`src/rtl/acs4.sv`:
```
// acs4 - four-state add-compare-select unit for the K=3, rate-1/2 (7,5)
// Viterbi decoder, with hard-decision branch metrics computed inline.
// Each accepted symbol pair is one trellis step. The step produces one
// decision bit per state and four normalized, saturated 4-bit path metrics,
// all registered and handed straight to the survivor-path decoder.

module acs4 (
   input  logic       clk,
   input  logic       reset,
   input  logic       in_valid,
   input  logic       sof,
   input  logic       sym0,
   input  logic       sym1,
   output logic       d0,
   output logic       d1,
   output logic       d2,
   output logic       d3,
   output logic [3:0] pm0,
   output logic [3:0] pm1,
   output logic [3:0] pm2,
   output logic [3:0] pm3,
   output logic       out_valid
);

   // Registered path metrics and decisions
   logic [3:0] pmq [4];
   logic [3:0] dq;

   // Metric vector feeding the current step (registered, or the frame-start vector)
   logic [3:0] oldpm [4];

   // Selected (pre-normalization) survivor metrics and their decisions
   logic [4:0] selpm [4];
   logic [3:0] dnext;

   // Smallest selected metric, used to rebase all four
   logic [4:0] min01;
   logic [4:0] min23;
   logic [4:0] minpm;

   // Normalized, saturated metrics to be registered
   logic [3:0] pmnext [4];

   // Hamming distance between the received pair and the code bits that the
   // (7,5) encoder emits when input u is shifted in on top of register p.
   function automatic logic [1:0] branchmetric(input logic u,
                                               input logic [1:0] p,
                                               input logic r0,
                                               input logic r1);
      logic c0;
      logic c1;
      c0 = u ^ p[1] ^ p[0];
      c1 = u ^ p[0];
      return {1'b0, r0 ^ c0} + {1'b0, r1 ^ c1};
   endfunction

   // A frame start restarts the trellis from state 0, ignoring the registers
   always_comb begin
      if (sof) begin
         oldpm[0] = 4'd0;
         oldpm[1] = 4'd7;
         oldpm[2] = 4'd7;
         oldpm[3] = 4'd7;
      end else begin
         oldpm[0] = pmq[0];
         oldpm[1] = pmq[1];
         oldpm[2] = pmq[2];
         oldpm[3] = pmq[3];
      end
   end

   // One ACS butterfly half per new state {u,a}: predecessors are {a,0} and
   // {a,1}. Only a strictly smaller {a,1} candidate wins, so ties pick {a,0}.
   for (genvar n = 0; n < 4; n++) begin : g_acs
      localparam logic [1:0] NS = 2'(n);
      localparam logic [1:0] PA = {NS[0], 1'b0};
      localparam logic [1:0] PB = {NS[0], 1'b1};

      logic [4:0] canda;
      logic [4:0] candb;

      assign canda = {1'b0, oldpm[PA]} + {3'b000, branchmetric(NS[1], PA, sym0, sym1)};
      assign candb = {1'b0, oldpm[PB]} + {3'b000, branchmetric(NS[1], PB, sym0, sym1)};

      assign dnext[n] = (candb < canda);
      assign selpm[n] = (candb < canda) ? candb : canda;
   end

   // Minimum of the four survivors, as a two-level compare tree
   always_comb begin
      min01 = (selpm[1] < selpm[0]) ? selpm[1] : selpm[0];
      min23 = (selpm[3] < selpm[2]) ? selpm[3] : selpm[2];
      minpm = (min23 < min01) ? min23 : min01;
   end

   // Rebase every survivor on the minimum and clamp to the 4-bit range
   for (genvar n = 0; n < 4; n++) begin : g_norm
      logic [4:0] diff;
      assign diff      = selpm[n] - minpm;
      assign pmnext[n] = (diff > 5'd15) ? 4'd15 : diff[3:0];
   end

   // State update: reset wins, otherwise load a new step only when a symbol
   // is accepted so outputs hold across idle cycles
   always_ff @(posedge clk) begin
      if (!reset) begin
         pmq[0]    <= 4'd0;
         pmq[1]    <= 4'd7;
         pmq[2]    <= 4'd7;
         pmq[3]    <= 4'd7;
         dq        <= 4'b0000;
         out_valid <= 1'b0;
      end else begin
         out_valid <= in_valid;
         if (in_valid) begin
            pmq[0] <= pmnext[0];
            pmq[1] <= pmnext[1];
            pmq[2] <= pmnext[2];
            pmq[3] <= pmnext[3];
            dq     <= dnext;
         end
      end
   end

   assign pm0 = pmq[0];
   assign pm1 = pmq[1];
   assign pm2 = pmq[2];
   assign pm3 = pmq[3];
   assign d0  = dq[0];
   assign d1  = dq[1];
   assign d2  = dq[2];
   assign d3  = dq[3];

endmodule

```
`config.mk`:
```
export PLATFORM = sky130hd
export DESIGN_NAME = acs4
export DESIGN_NICKNAME = d
export VERILOG_FILES = /design/src/rtl/acs4.sv
export SDC_FILE = /design/constraint.sdc
export NUM_CORES = 1
export LEC_CHECK = 0
export CAP_MARGIN = 20
export CELL_PAD_IN_SITES_DETAIL_PLACEMENT = 1
export CELL_PAD_IN_SITES_GLOBAL_PLACEMENT = 1
export CORE_MARGIN = 2
export CORE_UTILIZATION = 40
export CTS_CLUSTER_DIAMETER = 200
export DETAILED_ROUTE_END_ITERATION = 7
export GPL_TIMING_DRIVEN = 0
export MAX_ROUTING_LAYER = met4
export PLACE_DENSITY_LB_ADDON = 0.2
export REMOVE_ABC_BUFFERS = 1
export SLEW_MARGIN = 10
export SYNTH_ARGS = -nofsm -noshare
export SYNTH_HDL_FRONTEND = slang
export SYNTH_SLANG_ARGS = --single-unit
```
`constraint.sdc`:
```
create_clock -name clk -period 21.2 [get_ports clk]
set_input_delay 4.24 -clock clk [delete_from_list [all_inputs] [get_ports clk]]
set_output_delay 4.24 -clock clk [all_outputs]
set_load 0.005 [all_outputs]
```
== Word-level counts from Yosys, hierarchy flattened ==
Memories as Yosys holds them, arrays and structs flattened.
Cells that the tools add are included.

* Register bits after elaboration: 5
* Latch bits: 0
* Bits in writable memories: 16
* Bits in read-only memories: 0
* Bits of input ports: 6
* Output and inout bits: 21
* Logic and storage cells: 56
* Memories: 1

{| class="wikitable"
|+ Memories
! name !! words !! width !! rd ports !! clocked after Yosys merged registers in !! write ports !! line !! source
|-
| pmq || 4 || 4 || 4 || 0 || 4 || 26 || <nowiki>logic [3:0] pmq [4];</nowiki>
|}

* $add $sub $neg: 16
* Multiply operators: 0
* Div/mod/pow operators: 0
* Order comparisons: 11
* Eq/ne operators: 0
* Shifts and indexed selects: 0
* Muxes and demuxes: 20
* Bitwise operators: 6
* Reduce and logical (&&, ||, !) cells: 0

{| class="wikitable"
|+ Operators with widths
! operator !! count
|-
| $add 4x2->5 || 8
|-
| $lt 5x5->1 || 7
|-
| $mux 5 || 7
|-
| $mux 4 || 8
|-
| $gt 5x4->1 const B || 4
|-
| $sub 5x5->5 || 4
|-
| $mux 16 || 1
|-
| $add 1x1->2 || 4
|-
| $mux 1 || 4
|-
| $or 1x1->1 || 4
|-
| $not 1->1 || 2
|}

== Depth between registers and ports, before layout ==
* Depth in word-level cells: 13
* Mapped depth: 41
* Depth with buffers taken out: 40

== Worst setup path after synthesis ==
OpenSTA, ideal clock, no wires.

* Path kind: input to register
* Start point: in sof
* End point: mem pmq[1][0], data pin
* Setup time: 0.257 ns
* Arrival time: 11.761 ns
* Data required time: 20.943 ns
* Path slack: 9.182 ns
* Stages: 35
* Buffers on the path: 3
* Cells stage by stage: buf_6 > buf_6 > clkbuf_1 > or2_2 > ha_1 > ha_1 > a21o_1 > nor2b_1 > inv_1 > ha_1 > a21o_1 > o31ai_1 > nor2_1 > mux2i_1 > inv_1 > ha_1 > inv_1 > or3_1 > o311a_1 > and2_4 > mux2i_1 > inv_1 > ha_1 > nor2b_1 > o221ai_1 > nand4b_2 > o211a_1 > nor3_1 > inv_1 > fa_1 > maj3_1 > maj3_1 > xnor3_1 > nor2_1 > nand2_1

{| class="wikitable"
|+ RTL lines
! what !! line !! source
|-
| start: declaration || 11 || <nowiki>input logic sof,</nowiki>
|-
| end: declaration || 26 ||
|}

==> run metrics <==
startpoint of the worst-slack reg-to-reg timing path=pmq[3][0]; Avg Inst Size Synth=8.64 um^2; total vias in the final route=3659; data arrival time of the critical path=14.00 ns; maximum net fanout on the critical path=5; HPWL after DPL=10000 um; worst setup slack before clock tree synthesis=7.10 ns; total clock buffers created by CTS=3; via-per-instance ratio=5.85; number of synthesis warnings=0; maximum cell stage delay along the critical path=0.74 ns; list of most frequent post-synthesis cells=45 x sky130_fd_sc_hd__ha_1, 39 x sky130_fd_sc_hd__inv_1, 38 x sky130_fd_sc_hd__a21oi_1, 31 x sky130_fd_sc_hd__nor2_1, 29 x sky130_fd_sc_hd__nand2_1; final routed wirelength across all metal layers=11800 um; number of primary I/O pins=27; Pins Over Slew Limit=0; Die H=104 um; number of antenna violations at the first check in global routing=0; slowest cell on the critical path=sky130_fd_sc_hd__nor3_1; length of the first detailed-routing pass in iterations=4; WP data required=21.24 ns; H-Tree Depth=1; total of buffers placed on input and output ports=26; relative area change from synthesis to final layout=10.8%; DRC violation count after routing=0; maximum number of pins on one net before global-route repair=35; TritonCTS sink count=21; worst path setup slack after routing=7.23 ns; die area=10900 um^2; total number of nets in the final design=549; fraction of the cycle the final worst path needs=0.659; slew margin rel.=0.367; hold-critical path endpoint=dq[1]; Final TNS setup=0 ns; most used cell along the critical path=sky130_fd_sc_hd__inv_1; number of core rows=36; routed length per instance=18.9 um; worst setup slack for register-to-register paths=11.70 ns; leading cell type by number of instances after synthesis=sky130_fd_sc_hd__ha_1; first-pass GRT wire length=19100 um; top_reg_cell synth=sky130_fd_sc_hd__edfxtp_1; CTS-repair resized insts=0; startpoint kind of the worst setup timing path=input port; vias in the first global route=3817; DRC violation total after the first TritonRoute iteration=133; post-synth top area share=0.140; number of buffers inserted for hold repair after clock tree synthesis=0; Routability Congestion=0.874; Max-Cap Viols=0; RSZ-0062 raised after global routing=false; fraction of layout instances using a drive strength above 1=0.146; Final Hold Viols=0; cell area after technology mapping=4030 um^2; overall global routing resource usage=0.224; most area-hungry cell type in the Yosys netlist=sky130_fd_sc_hd__ha_1; effective utilization at floorplan=0.413; Critical Path End Type=flop; clock insertion delay at the later pin of the skew report=0.28 ns; post-CTS repair timing setup buffer count=0; TritonCTS clock tree=done; Synth Instances=467; clock period minus worst slack=13.97 ns; fraction of registers with async set or reset after synthesis=0; class of the tightest hold or removal check=reg2reg; Max Clk Rate=71.6 MHz; chip width=104 um; clock buffer depth=2; core area=9770 um^2; antenna diode count=0; Post-synth EDFFs=16; Distinct cells, synth=93; result of the run=completed; count of endpoints failing setup in the final report=0; count of state elements after synthesis=21; Seq/Total Area, Yosys=0.144; number of cells traversed by the worst hold path=2; measured slew at the worst slew-check pin=0.942 ns; capture instance of the worst register-to-register path=pmq[1][0]; hold path startpoint=dq[1]; clock tree root driver cell=sky130_fd_sc_hd__clkbuf_8; Setup CP Type=in2reg; Congestion Overflow GR=0; leading cell types by total area after synthesis=sky130_fd_sc_hd__ha_1 14%, sky130_fd_sc_hd__edfxtp_1 12%, sky130_fd_sc_hd__a21oi_1 4.7%; final worst clock skew=0.0136 ns; residual antenna-violating net count after detailed routing=0; clock slew at the register clock pins of the worst setup and hold paths=0.09 ns; r2r worst-path depth=33
[flip-flops by register name, indices dropped and copies added (netlist names)]
signal     cells
dq             4
out_valid      1
pmq           16
[how the worst max path moves through the flow]
stage / start / end / slack [ns] / cells after the start
2_1_floorplan: sym0 / pmq[1][0] / 9.47 / 34
3_3_place_gp: sof / pmq[1][1] / 6.63 / 34
3_5_place_dp: sym0 / pmq[1][0] / 7.10 / 36
4_1_cts: sym0 / pmq[1][0] / 7.34 / 36
5_1_grt: sym0 / pmq[1][1] / 6.77 / 37
6_report: sym0 / pmq[1][0] / 7.23 / 36
[critical path: cells and delay by family]
family                     cells  cell delay (ns)
AOI/OAI and AO/OA              6             1.14
xor gates and xnor gates       2             0.64
adders and majority gates      8             2.99
and+or+nand+nor               11             2.86
buffers and inverters          7             1.36
muxes                          2             0.78
[stage by stage]
| step | util | hold slack [ns] | std cells | instance area [um^2] |
|---|---|---|---|---|
| detailed placement | 0.452 | 0.448 | 621 | 4420 |
| CTS | 0.457 | 0.469 | 625 | 4470 |
| floorplan | - | 0.449 | 462 | 4000 |
| global placement | 0.453 | 0.438 | 621 | 4430 |
| global route | 0.457 | 0.504 | 625 | 4470 |
| finish | 0.457 | 0.465 | 625 | 4470 |
[layout make-up]
type                    instances  area, um^2
clock buffers                   3        41.3
clock inverters                 1        5.00
fillers                      1209        5310
inverters                      40         150
multi-input cells             401        3270
flip-flops and latches         21         581
well taps                     133         166
repair buffers                 26         255
[metal layers]
layer | up-vias | GRT usage | wire length [um] | part of all wire
met5 | - | - | 0 | 0
met1 | 1792 | 0.282 | 5540 | 0.47
met2 | 54 | 0.377 | 5580 | 0.47
met3 | 23 | 0.0175 | 336 | 0.028
met4 | 0 | 0.0811 | 343 | 0.029
li1 | 1790 | - | - | -
[placed cells by master (no fill, tap or decap), types with 10 or more instances in the layout]
master	synthesis	routed
sky130_fd_sc_hd__ha_1	45	45
sky130_fd_sc_hd__inv_1	39	39
sky130_fd_sc_hd__a21oi_1	38	38
sky130_fd_sc_hd__nor2_1	31	31
sky130_fd_sc_hd__nand2_1	29	29
sky130_fd_sc_hd__clkdlybuf4s50_1	0	25
sky130_fd_sc_hd__xnor2_1	19	19
sky130_fd_sc_hd__edfxtp_1	16	16
sky130_fd_sc_hd__a21o_1	13	13
sky130_fd_sc_hd__o21ai_0	13	13
sky130_fd_sc_hd__nor2b_1	11	11
sky130_fd_sc_hd__mux2i_1	11	11
sky130_fd_sc_hd__nand2b_1	10	10
[kinds of logic (layout without fill, tap and decap cells)]
kind of cell / count (synthesis) / in the layout / synth area share
AOI/OAI and AO/OA: 155 / 155 / 0.313
and+or+nand+nor: 146 / 146 / 0.204
adders and majority gates: 56 / 56 / 0.180
buffers and inverters: 45 / 70 / 0.0456
xor gates and xnor gates: 30 / 30 / 0.0723
DFF: 21 / 21 / 0.144
muxes: 14 / 14 / 0.0413
Power is not shown: default switching activity piles up to over one toggle a cycle in this logic, so the estimate is an artifact.
